File: src/rtl/div_sequencer_pkg.sv
// Shared definitions for the iterative divide unit: FSM states, funct3 encodings
// and the iteration count.
package div_sequencer_pkg;

  localparam int unsigned DIV_ITERS = 32;
  localparam int unsigned CNT_W     = $clog2(DIV_ITERS);

  localparam logic [2:0] F3_DIV  = 3'b100;
  localparam logic [2:0] F3_DIVU = 3'b101;
  localparam logic [2:0] F3_REM  = 3'b110;
  localparam logic [2:0] F3_REMU = 3'b111;

  typedef enum logic [1:0] {
    IDLE,
    BUSY,
    DONE
  } div_state_e;

  function automatic logic is_signed_op(input logic [2:0] f3);
    return (f3 == F3_DIV) || (f3 == F3_REM);
  endfunction

  function automatic logic is_rem_op(input logic [2:0] f3);
    return (f3 == F3_REM) || (f3 == F3_REMU);
  endfunction

endpackage

File: src/rtl/div_step.sv
// One restoring-division iteration: shift {rem, quo} left and trial-subtract the divisor.
module div_step (
  input  logic [31:0] i_rem,
  input  logic [31:0] i_quo,
  input  logic [31:0] i_divisor,
  output logic [31:0] o_rem,
  output logic [31:0] o_quo
);

  logic [32:0] w_shifted;
  logic [32:0] w_diff;
  logic        w_fits;

  assign w_shifted = {i_rem, i_quo[31]};
  assign w_diff    = w_shifted - {1'b0, i_divisor};
  // The running remainder stays below the divisor, so bit 32 is the borrow.
  assign w_fits    = ~w_diff[32];
  assign o_rem     = w_fits ? w_diff[31:0] : w_shifted[31:0];
  assign o_quo     = {i_quo[30:0], w_fits};

endmodule

File: src/rtl/div_sequencer.sv
// Sequencer for DIV/DIVU/REM/REMU: stalls the E stage while a 32-step restoring
// divide runs on operand magnitudes, then applies the sign fixup and pulses done.
module div_sequencer
  import div_sequencer_pkg::*;
(
  input  logic        clk,
  input  logic        rst,
  input  logic        start,
  input  logic [2:0]  funct3,
  input  logic [31:0] operand_a,
  input  logic [31:0] operand_b,
  input  logic        flush,
  output logic        div_stall,
  output logic        done,
  output logic [31:0] result
);

  div_state_e       r_state, w_next;
  logic [CNT_W-1:0] r_count;
  logic [2:0]       r_funct3;
  logic [31:0]      r_rem, r_quo, r_divisor, r_result;
  logic             r_neg_q, r_neg_r;

  logic        w_signed, w_neg_a, w_neg_b, w_div_zero, w_overflow, w_launch;
  logic [31:0] w_abs_a, w_abs_b, w_step_rem, w_step_quo, w_q_fix, w_r_fix, w_final;

  assign w_signed   = is_signed_op(funct3);
  assign w_neg_a    = w_signed & operand_a[31];
  assign w_neg_b    = w_signed & operand_b[31];
  assign w_abs_a    = w_neg_a ? -operand_a : operand_a;
  assign w_abs_b    = w_neg_b ? -operand_b : operand_b;
  assign w_div_zero = (operand_b == 32'h0);
  assign w_overflow = w_signed && (operand_a == 32'h8000_0000) && (operand_b == 32'hFFFF_FFFF);

  div_step u_step (
    .i_rem     (r_rem),
    .i_quo     (r_quo),
    .i_divisor (r_divisor),
    .o_rem     (w_step_rem),
    .o_quo     (w_step_quo)
  );

  assign w_q_fix = r_neg_q ? -r_quo : r_quo;
  assign w_r_fix = r_neg_r ? -r_rem : r_rem;
  assign w_final = is_rem_op(r_funct3) ? w_r_fix : w_q_fix;
  assign result  = done ? w_final : r_result;

  always_ff @(posedge clk or posedge rst) begin
    if (rst) r_state <= IDLE;
    else     r_state <= w_next;
  end

  // NOTE: every output is assigned a default first so no latch is inferred.
  always_comb begin
    w_next    = r_state;
    div_stall = 1'b0;
    done      = 1'b0;
    w_launch  = 1'b0;
    unique case (r_state)
      IDLE: if (start) begin
        w_launch  = 1'b1;
        div_stall = 1'b1;
        w_next    = (w_div_zero || w_overflow) ? DONE : BUSY;
      end
      BUSY: begin
        div_stall = 1'b1;
        if (r_count == '0) w_next = DONE;
      end
      DONE: begin
        done   = 1'b1;
        w_next = IDLE;
      end
      default: w_next = IDLE;
    endcase
    // Reset is gated here too so the combinational stall cannot leak out while it is held.
    if (flush || rst) begin
      w_next    = IDLE;
      div_stall = 1'b0;
      done      = 1'b0;
      w_launch  = 1'b0;
    end
  end

  // NOTE: sequential state uses non-blocking assignments and every datapath
  // register is reset, so result reads 0 while reset is held.
  always_ff @(posedge clk or posedge rst) begin
    if (rst) begin
      r_count   <= '0;
      r_funct3  <= '0;
      r_rem     <= '0;
      r_quo     <= '0;
      r_divisor <= '0;
      r_result  <= '0;
      r_neg_q   <= 1'b0;
      r_neg_r   <= 1'b0;
    end else begin
      if (w_launch) begin
        r_funct3  <= funct3;
        r_divisor <= w_abs_b;
        r_neg_r   <= w_neg_a;
        r_neg_q   <= (w_neg_a ^ w_neg_b) & ~w_div_zero;
        r_count   <= CNT_W'(DIV_ITERS - 1);
        if (w_div_zero) begin
          r_quo <= 32'hFFFF_FFFF;
          r_rem <= w_abs_a;
        end else if (w_overflow) begin
          r_quo <= 32'h8000_0000;
          r_rem <= 32'h0;
        end else begin
          r_quo <= w_abs_a;
          r_rem <= 32'h0;
        end
      end else if (r_state == BUSY) begin
        r_rem   <= w_step_rem;
        r_quo   <= w_step_quo;
        r_count <= r_count - CNT_W'(1);
      end
      if (done) r_result <= w_final;
    end
  end

endmodule

File: config.mk
export PLATFORM = sky130hd
export DESIGN_NAME = div_sequencer
export DESIGN_NICKNAME = d
export VERILOG_FILES = /design/src/rtl/div_sequencer_pkg.sv /design/src/rtl/div_step.sv /design/src/rtl/div_sequencer.sv
export SDC_FILE = /design/constraint.sdc
export NUM_CORES = 1
export LEC_CHECK = 0
export CELL_PAD_IN_SITES_DETAIL_PLACEMENT = 1
export CELL_PAD_IN_SITES_GLOBAL_PLACEMENT = 2
export CORE_ASPECT_RATIO = 1.1
export CORE_MARGIN = 3
export CORE_UTILIZATION = 38
export DETAILED_ROUTE_END_ITERATION = 10
export PLACE_DENSITY_LB_ADDON = 0.1
export SLEW_MARGIN = 20
export SYNTH_ARGS = -nofsm -noshare
export SYNTH_HDL_FRONTEND = slang
export SYNTH_SLANG_ARGS = --single-unit
File: constraint.sdc
create_clock -name clk -period 7.8 [get_ports clk]
set_input_delay 1.95 -clock clk [delete_from_list [all_inputs] [get_ports clk]]
set_output_delay 1.95 -clock clk [all_outputs]
set_load 0.02 [all_outputs]
==> out/summary.txt <==
DRC Markers - 0
Post-Route Setup TNS - 0 ns
Buffers on Ports - 104
fin crit share - 84.94%
delay-heaviest family, CP - buffers and inverters
# setup viols final - 0
initial core utilization - 39.13%
Pwr Total - 4.466 mW
max cap viols - 0
worst hold path type - reg2reg
EDFF count, synth - 0
pin count of the biggest net entering global routing - 106
area delta synth->final - 18.35%
power density cells - 353.6 mW/mm^2
Slew Viols, Final - 0
CP arrival - 4.68 ns
slowest stage cell, crit path - or4b_2
Syn. warnings - 0
TritonCTS clock tree - done
DR iter-0 viols - 588
CTS Buf Count - 17
pre-CTS WS - 1.135 ns
status - completed
Remaining Overflow, GRT - 0
die height - 181.8 um
die area - 0.03014 mm^2
Routed WL per cell - 19.37 um
largest area contributor in the netlist - dfrtp_1
Post-Syn Area - 0.01067 mm^2
DR pass1 iterations - 5
critical path launch point type - input pin
Via density - 5.600
Max VDD drop - 199.4 uV
Placed Cells - 1736
Leak Pwr - 5.084 nW
clock buffer depth - 2
core footprint - 0.02727 mm^2
Crit Path Max Fanout - 7
Yosys top cell area share - 32.59%
vias in the first global route - 10.07k
Final Skew - 0.01338 ns
non-filler cells in the finished layout - 1768
crit-path most repeated cell - clkdlybuf4s50_1
final worst slack - 1.174 ns
top_reg_cell synth - dfrtp_1
commonest non-fill, non-tap cells in the layout - nand2_1 (205), dfrtp_1 (139), o21ai_0 (138)
CTS sink cnt - 139
max incr delay on CP - 0.73 ns
I/O pins - 105
Total Wirelength - 34.25 mm
Detail Route Antenna Nets - 0
number of diodes - 0
worst path cell trace - clkdlybuf4s50_1 > or4b_2 > inv_1 > nand2_1 > o21ai_0 > o21bai_1 > clkdlybuf4s50_1
Placer Congestion - 0.8902
post-CTS resize count - 0
syn_area_per_cell - 8.025 um^2
Via Count - 9901
reg2reg start - r_quo[31]$_DFFE_PP0P_
Worst setup EP type - primary output
max frequency - 150.9 MHz
initial antenna violation count - 0
sequential area share after synthesis - 32.59%
CTS HTree Levels - 4
Std-Cell Rows - 63
Root Driver - clkbuf_16
# nets final - 1509
Hold Vio Cnt, Final - 0
Critical Path RT - 5.85 ns
Worst-Margin Slew - 1.109 ns
width of the die - 165.8 um
RSZ-0062 raised after global routing - no
hpwl dp - 26.46 mm
Final Critical Period - 6.626 ns
CP Launch Point - rst
FF+latch count, synth - 139
synth top area cells - dfrtp_1 (33%), nand2_1 (7.2%), o21ai_0 (6.5%)
Post-CTS Hold Buffers - 0
post-synth cell types - 81
Setup Fix Bufs, Post-CTS - 0
Clock Latency Late Sink - 0.43 ns
hold_sp - r_divisor[21]$_DFFE_PP0P_
leading cell type in the layout, fill and taps excluded - nand2_1
Rel. slew slack - 26.05%
clock slew at reported path FFs - 0.06 ns
Post-synth ARST share - 100.0%
worst reg2reg setup slack - 3.80 ns
CP bufs+invs - 3
layout cells sized above 1 - 5.882%
kind of critical path - in2out
smallest hold slack - 0.4799 ns
global-route wire length before repair - 55.09 mm
Tot GR Track Use - 22.39%
Synth Net Count - 1441
Mapped Cells - 1330
## registers in the layout, summed over array words and instances, names as in the netlist
register   count
r_rem         32
r_divisor     32
r_neg_q        1
r_neg_r        1
r_result      32
r_state        2
r_quo         32
r_count        5
r_funct3       2
## final cells by class
cell class	count	area, um^2
fillers	3295	14640
multi-input cells	1069	6746
flip-flops and latches	139	3478
repair buffers	117	1139
well taps	357	446.7
clock buffers	17	425.4
inverters	54	207.7
clock inverters	15	187.7
## report_power, final
part | switching (mW) | total, mW | internal (mW)
logic | 1.33 | 2.32 | 0.987
registers | 0.356 | 1.29 | 0.932
clock network | 0.349 | 0.858 | 0.509
total | 2.04 | 4.47 | 2.43
## layer usage
metal  track usage [%]  vias to the layer above  part of all wire (%)
met4             5.092                        0                   1.4
met2             38.72                      187                    48
met3             2.243                       32                   2.8
li1                  -                     4908                     -
met5                 0                        -                     0
met1             30.41                     4774                    48
## stage by stage
stage	cell area [um^2]	util, %
after global routing	12630	46.31
after CTS	12630	46.31
after detailed placement	12020	44.06
final	12630	46.31
after floorplan	10670	-
after global placement	12020	44.05
## synth_stat cells, types with 15 or more instances
master,count
nand2_1,205
a21oi_1,88
ha_1,39
clkbuf_1,57
a31oi_1,26
o21ai_0,138
inv_1,54
nor3_1,29
xor2_1,69
xnor2_1,78
o31ai_1,26
nor2_1,97
a211oi_1,18
dfrtp_1,139
nand3_1,15
## tightest hold or removal path, delay by kind of cell, from the launching register on
kind	cells	cell delay, ns
AOI/OAI and AO/OA	1	0.06
DFF	1	0.34
and+or+nand+nor	1	0.05
## kinds of logic (layout without fill, tap and decap cells)
family                     after synthesis  in the layout  synth area share, %
and+or+nand+nor                        455            455                20.43
AOI/OAI and AO/OA                      415            415                24.58
xor gates and xnor gates               148            148                12.22
DFF                                    139            139                32.59
buffers and inverters                  122            203                4.385
adders and majority gates               40             40                4.760
muxes                                   11             11                1.032
## worst paths after layout
path | end | cells past startpoint
worst max-delay path | result[31] | 7
worst min-delay path | r_divisor[21]$_DFFE_PP0P_ | 2
worst max register to register | r_rem[19]$_DFFE_PP0P_ | 13
worst min register to register | r_divisor[21]$_DFFE_PP0P_ | 2
max in group asynchronous | r_result[10]$_DFF_PP0_ | 3
min in group asynchronous | r_count[1]$_DFFE_PP0P_ | 2
No activity file was read; power rests on OpenSTA's default activity.
